<file path="config.mk">
export PLATFORM = sky130hd
export DESIGN_NAME = corner_turn_reader
export DESIGN_NICKNAME = d
export VERILOG_FILES = /design/src/rtl/mmwave_pkg.sv /design/src/rtl/stream_skid_fifo.sv /design/src/rtl/corner_turn_reader.sv
export SDC_FILE = /design/constraint.sdc
export NUM_CORES = 1
export LEC_CHECK = 0
export BUFFER_PORTS_ARGS = -buffer_cell sky130_fd_sc_hd__clkbuf_2
export CAP_MARGIN = 40
export CORE_AREA = 2 2 114 116
export CTS_BUF_LIST = sky130_fd_sc_hd__clkbuf_4 sky130_fd_sc_hd__clkbuf_8
export DETAILED_ROUTE_END_ITERATION = 7
export DIE_AREA = 0 0 116 118
export GPL_TIMING_DRIVEN = 0
export MAX_ROUTING_LAYER = met4
export PLACE_DENSITY = 0.69
export RECOVER_POWER = 25
export SLEW_MARGIN = 20
export SYNTH_ARGS = -nofsm -noshare
export SYNTH_HDL_FRONTEND = slang
export SYNTH_HIERARCHICAL = 1
export SYNTH_SLANG_ARGS = --single-unit
</file>
<file path="constraint.sdc">
create_clock -name clk -period 6.31 [get_ports clk]
set_input_delay 0.9465 -clock clk [delete_from_list [all_inputs] [get_ports clk]]
set_output_delay 0.9465 -clock clk [all_outputs]
set_load 0.02 [all_outputs]
</file>
<file path="src/rtl/mmwave_pkg.sv">
// rtl/mmwave_pkg.sv - shared constants, types and helpers for the mmwave frame path
package mmwave_pkg;

    localparam logic MODE_NORMAL    = 1'b0;
    localparam logic MODE_TRANSPOSE = 1'b1;

    typedef enum logic [1:0] {
        ST_IDLE,
        ST_RUN,
        ST_DRAIN
    } ct_state_e;

    // Number of bits needed to hold value: floor(log2(value)) + 1.
    function automatic int clogb2(input int value);
        int v;
        int r;
        v = value;
        r = 0;
        while (v > 0) begin
            r = r + 1;
            v = v >> 1;
        end
        return r;
    endfunction

endpackage

</file>
<file path="src/rtl/stream_skid_fifo.sv">
// rtl/stream_skid_fifo.sv - 2-entry valid/ready buffer exposing occupancy for upstream credit
module stream_skid_fifo #(
    parameter int WIDTH = 34
) (
    input  logic             clk,
    input  logic             rst_n,
    input  logic             s_tvalid,
    input  logic [WIDTH-1:0] s_tdata,
    output logic             m_tvalid,
    input  logic             m_tready,
    output logic [WIDTH-1:0] m_tdata,
    output logic [1:0]       occupancy
);

    logic [1:0]       count_q, count_d;
    logic [WIDTH-1:0] ent0_q, ent0_d;
    logic [WIDTH-1:0] ent1_q, ent1_d;
    logic             pop;

    // The writer guarantees room via the occupancy credit, so there is no s_tready.
    assign pop       = m_tvalid & m_tready;
    assign m_tvalid  = (count_q != 2'd0);
    assign m_tdata   = ent0_q;
    assign occupancy = count_q;

    always_comb begin
        count_d = count_q + {1'b0, s_tvalid} - {1'b0, pop};
        ent0_d  = ent0_q;
        ent1_d  = ent1_q;
        if (pop) begin
            ent0_d = ent1_q;
            if (s_tvalid) begin
                if (count_q == 2'd1) ent0_d = s_tdata;
                else                 ent1_d = s_tdata;
            end
        end else if (s_tvalid) begin
            if (count_q == 2'd0) ent0_d = s_tdata;
            else                 ent1_d = s_tdata;
        end
    end

    always_ff @(posedge clk or negedge rst_n) begin
        if (!rst_n) begin
            count_q <= 2'd0;
            ent0_q  <= '0;
            ent1_q  <= '0;
        end else begin
            count_q <= count_d;
            ent0_q  <= ent0_d;
            ent1_q  <= ent1_d;
        end
    end

endmodule

</file>
<file path="src/rtl/corner_turn_reader.sv">
// rtl/corner_turn_reader.sv - streams a radar frame from block RAM in chirp-major or transposed order
module corner_turn_reader
    import mmwave_pkg::*;
#(
    parameter int DATA_WIDTH  = 32,
    parameter int NUM_CHIRPS  = 16,
    parameter int NUM_SAMPLES = 16,
    parameter int ADDR_WIDTH  = clogb2(NUM_CHIRPS * NUM_SAMPLES)
) (
    input  logic                  clk,
    input  logic                  rst_n,
    input  logic                  start,
    input  logic                  transpose,
    output logic                  busy,
    output logic                  done,
    output logic                  ram_enb,
    output logic [ADDR_WIDTH-1:0] ram_addrb,
    input  logic [DATA_WIDTH-1:0] ram_doutb,
    output logic                  m_valid,
    input  logic                  m_ready,
    output logic [DATA_WIDTH-1:0] m_data,
    output logic                  m_last,
    output logic                  m_frame_last
);

    localparam int FW = DATA_WIDTH + 2;
    localparam logic [ADDR_WIDTH-1:0] ONE        = ADDR_WIDTH'(1);
    localparam logic [ADDR_WIDTH-1:0] STRIDE     = ADDR_WIDTH'(NUM_SAMPLES);
    localparam logic [ADDR_WIDTH-1:0] CHIRP_END  = ADDR_WIDTH'(NUM_CHIRPS - 1);
    localparam logic [ADDR_WIDTH-1:0] SAMPLE_END = ADDR_WIDTH'(NUM_SAMPLES - 1);

    ct_state_e             state_q, state_d;
    logic                  mode_q, mode_d;
    logic [ADDR_WIDTH-1:0] addr_q, addr_d;
    logic [ADDR_WIDTH-1:0] inner_q, inner_d;
    logic [ADDR_WIDTH-1:0] outer_q, outer_d;
    logic                  in_flight_q, in_flight_d;
    logic                  last_q, last_d;
    logic                  flast_q, flast_d;
    logic                  done_q, done_d;

    logic                  inner_end, outer_end, issue, pop;
    logic [2:0]            credit;
    logic [1:0]            fifo_occ;
    logic                  fifo_valid;
    logic [FW-1:0]         fifo_head;

    assign pop          = m_valid & m_ready;
    assign m_valid      = fifo_valid;
    assign m_data       = fifo_head[DATA_WIDTH-1:0];
    assign m_last       = fifo_valid & fifo_head[DATA_WIDTH+1];
    assign m_frame_last = fifo_valid & fifo_head[DATA_WIDTH];
    assign busy         = (state_q != ST_IDLE);
    assign done         = done_q;
    assign ram_enb      = issue;
    assign ram_addrb    = addr_q;

    // Outstanding beats = buffered + in flight, less the one leaving this cycle.
    always_comb begin
        credit    = {1'b0, fifo_occ} + {2'b00, in_flight_q} - {2'b00, pop};
        issue     = (state_q == ST_RUN) && (credit < 3'd2);
        inner_end = (mode_q == MODE_TRANSPOSE) ? (inner_q == CHIRP_END)  : (inner_q == SAMPLE_END);
        outer_end = (mode_q == MODE_TRANSPOSE) ? (outer_q == SAMPLE_END) : (outer_q == CHIRP_END);
    end

    always_comb begin
        state_d     = state_q;
        mode_d      = mode_q;
        addr_d      = addr_q;
        inner_d     = inner_q;
        outer_d     = outer_q;
        last_d      = last_q;
        flast_d     = flast_q;
        done_d      = 1'b0;
        in_flight_d = issue;
        case (state_q)
            ST_IDLE: begin
                if (start) begin
                    state_d = ST_RUN;
                    mode_d  = transpose;
                    addr_d  = '0;
                    inner_d = '0;
                    outer_d = '0;
                end
            end
            ST_RUN: begin
                if (issue) begin
                    last_d  = inner_end;
                    flast_d = inner_end & outer_end;
                    if (inner_end && outer_end) begin
                        state_d = ST_DRAIN;
                    end else if (inner_end) begin
                        inner_d = '0;
                        outer_d = outer_q + ONE;
                        // A new column starts at its own index; a new chirp just continues.
                        addr_d  = (mode_q == MODE_TRANSPOSE) ? outer_q + ONE : addr_q + ONE;
                    end else begin
                        inner_d = inner_q + ONE;
                        addr_d  = (mode_q == MODE_TRANSPOSE) ? addr_q + STRIDE : addr_q + ONE;
                    end
                end
            end
            ST_DRAIN: begin
                if (pop && m_frame_last) begin
                    state_d = ST_IDLE;
                    done_d  = 1'b1;
                end
            end
            default: state_d = ST_IDLE;
        endcase
    end

    always_ff @(posedge clk or negedge rst_n) begin
        if (!rst_n) begin
            state_q     <= ST_IDLE;
            mode_q      <= MODE_NORMAL;
            addr_q      <= '0;
            inner_q     <= '0;
            outer_q     <= '0;
            in_flight_q <= 1'b0;
            last_q      <= 1'b0;
            flast_q     <= 1'b0;
            done_q      <= 1'b0;
        end else begin
            state_q     <= state_d;
            mode_q      <= mode_d;
            addr_q      <= addr_d;
            inner_q     <= inner_d;
            outer_q     <= outer_d;
            in_flight_q <= in_flight_d;
            last_q      <= last_d;
            flast_q     <= flast_d;
            done_q      <= done_d;
        end
    end

    stream_skid_fifo #(
        .WIDTH (FW)
    ) u_fifo (
        .clk       (clk),
        .rst_n     (rst_n),
        .s_tvalid  (in_flight_q),
        .s_tdata   ({last_q, flast_q, ram_doutb}),
        .m_tvalid  (fifo_valid),
        .m_tready  (m_ready),
        .m_tdata   (fifo_head),
        .occupancy (fifo_occ)
    );

endmodule

</file>
==> flow_summary.toml <==
[outcome]
status = "complete, but fails checks"
violations = "capacitance limit, slew limit"

[clock_network]
cts_tree = "yes"
cts-buffers-inserted = 9
hold_buffers = 0
htree_levels = 3
cts_root_buffer = "clkbuf_8"
postCtsSetupRepairBufs = 0
clk_latency_ns = 0.40
cts.sinks = 104
clockBufferDepth = 2
post_cts_resized = 0
path_clk_slew_ns = 0.10

[timing]
period_needed_ns = 5.091
fin_skew_ns = 0.01335
tightest_slew_ns = 2.104
max_freq_mhz = 196.4
rsz0062_at_grt = "no"
layout_setup_ws_ns = 1.219
holdWs_ns = 0.5214
fin_setup_tns_ns = 0
setup_violations = 0
fin_crit_sh = 0.8068
final-max-slew-violation-count = 37
hold_viol = 0
slew_headroom = -0.4024

[global_routing]
grt_max_degree = 69
antenna_found_initial = 0
grt_pass1_wl_mm = 26.29
grt_usage = 0.2490
grt_pass1_vias = 5188
grt-ovfl-total = 0

[drt]
routed.top_layer = "met4"
wl_met3_um = 749
drcViolationCount = 0
final_antenna_net_count = 0
wl_mm = 16.04
route.met2.wl_mm = 8.088
avgViaCountPerCell = 6.053
wl_per_cell_um = 19.42
first_pass_iters = 4
wl_met1_mm = 6.958
vias = 5000
drt-initial-drc-count = 348

[finish]
area_delta_synth_final_pct = 14.24
final_area_um2 = 6888
layout-drive-gt1-share = 0.3058
fill_cells = 1105
mostFrequentLayoutCells = "104 x dfrtp_1, 83 x clkbuf_2, 35 x mux2i_1"
nNetsFinal = 694
insertedDiodeCount = 0
layout_commonest_cell = "dfrtp_1"

[pwr]
power.density_nw_per_um2 = 526.9
leakagePower_nw = 3.091
peakVddDrop_uv = 271.9

[placed_design]
gp_congestion = 0.8936
dp_slack_ns = 1.705
placed_area_um2 = 6696
port_buffers = 83
dp_hpwl_mm = 10.92

[floorplanning]
ios = 84
die_area_um2 = 13690
fp.dieW_um = 116
start_util = 0.4857
core_um2 = 12410
die_y_um = 118
row_count = 41

[synthesis]
yosys_warnings = 6
yosysUniqueCellTypes = 62
ys_seq_area_frac = 0.4316
synth_area_um2 = 6030
ys_ff_latch = 104
syn_avg_cell_area_um2 = 10.88
ys_async_sr_fraction = 1.000
ys.flop_type = "dfrtp_1"
synth_edf_count = 0
synth_cells = 554
syn_nets = 599

[flow_run]
cap_violations = 1

[critical_path]
crit_required_ns = 5.36
start_kind = "flop"
end_kind = "primary output"
critPathArrivalTime_ns = 4.14
crit_type = "reg2out"
cp_max_fo = 10

[hold_path]
hold_class = "reg2reg"
final timing paths:
check,from,end,slack [ns],depth (start not counted)
min in group asynchronous,rst_n,u_fifo/ent1_q[15],1.15,1
min reg2reg,inner_q[2],inner_q[2],0.52,1
max,u_fifo/occupancy[1],ram_enb,1.22,13
min,inner_q[2],inner_q[2],0.52,1
max in group asynchronous,rst_n,u_fifo/ent1_q[16],3.96,1
max reg2reg,u_fifo/occupancy[1],inner_q[7],2.17,15
critical path, cell delays in order, from the launching register on:
cell and delay [ns]:
dfrtp_1 0.45, clkbuf_1 0.20, inv_1 0.13, clkbuf_1 0.41, nand2_1 0.29, and2_1 0.26, ha_1 0.26, nand2b_1 0.16
fa_1 0.38, xnor2_1 0.28, nand3_1 0.14, clkbuf_1 0.24, inv_1 0.31, clkbuf_2 0.24
sequential cells by signal, summed over array words and instances (netlist names):
register,flops
in_flight_q,1
state_q,2
ram_addrb,9
flast_q,1
u_fifo/occupancy,2
u_fifo/ent1_q,34
outer_q,9
last_q,1
mode_q,1
u_fifo/m_tdata,34
done,1
inner_q,9
report_power, final:
part           total [mW]  internal, mW  switching (mW)
Combinational        1.95         0.889            1.06
Clock               0.438         0.198           0.239
Sequential           1.24         0.952           0.289
Total                3.63          2.04            1.59
through the flow:
step / instances / total power, mW / utilization
2_1_floorplan: 554 / 2.622 / -
3_3_place_gp: 809 / 3.104 / 0.5365
3_5_place_dp: 810 / 3.175 / 0.5394
4_1_cts: 826 / 3.633 / 0.5556
5_1_grt: 826 / 3.866 / 0.5548
6_report: 826 / 3.629 / 0.5548
routing by layer:
layer / GRT usage / vias up
met2: 0.4101 / 140
met4: 0.07515 / 0
met3: 0.05922 / 19
li1: - / 2314
met5: - / -
met1: 0.3022 / 2527
cell usage after synthesis, types with 6 or more instances:
| cell type | n | area [um2] |
|---|---|---|
| ha_1 | 7 | 87.58 |
| o221ai_1 | 9 | 78.83 |
| a221o_1 | 9 | 90.09 |
| a21oi_1 | 32 | 160.2 |
| o22a_1 | 23 | 201.4 |
| nand2_1 | 33 | 123.9 |
| nor2_1 | 14 | 52.55 |
| a22o_1 | 6 | 52.55 |
| xnor2_1 | 12 | 105.1 |
| o31ai_1 | 10 | 75.07 |
| o221a_2 | 22 | 247.7 |
| o21ai_0 | 20 | 100.1 |
| mux2_4 | 31 | 465.5 |
| mux2i_1 | 35 | 350.3 |
| nand3b_1 | 11 | 82.58 |
| nor3_1 | 7 | 35.03 |
| nor4_1 | 25 | 156.4 |
| clkbuf_1 | 21 | 78.83 |
| inv_1 | 8 | 30.03 |
| and3_1 | 8 | 50.05 |
| dfrtp_1 | 104 | 2603 |
| nand3_1 | 12 | 60.06 |
| buf_2 | 17 | 85.08 |
area by class of cell:
cell class | instances | area [um2] | area share
multi-input cells | 394 | 3153 | 0.4578
flip-flops and latches | 104 | 2603 | 0.3778
repair buffers | 84 | 441.7 | 0.06412
plain buffers | 47 | 240.2 | 0.03488
well taps | 172 | 215.2 | 0.03124
clock buffers | 11 | 145.1 | 0.02107
clock inverters | 5 | 56.30 | 0.008174
inverters | 9 | 33.78 | 0.004905
cells by family after synthesis:
| family | count (synthesis) | synth area share |
|---|---|---|
| AO/OA/AOI/OAI | 155 | 0.1980 |
| AND/OR/NAND/NOR | 147 | 0.1436 |
| flip-flops | 104 | 0.4316 |
| multiplexers | 71 | 0.1446 |
| buffers and inverters | 56 | 0.04544 |
| XOR/XNOR | 13 | 0.01888 |
| adder cells (fa/ha/maj) | 8 | 0.01785 |
No activity file was read; power rests on OpenSTA's default activity.
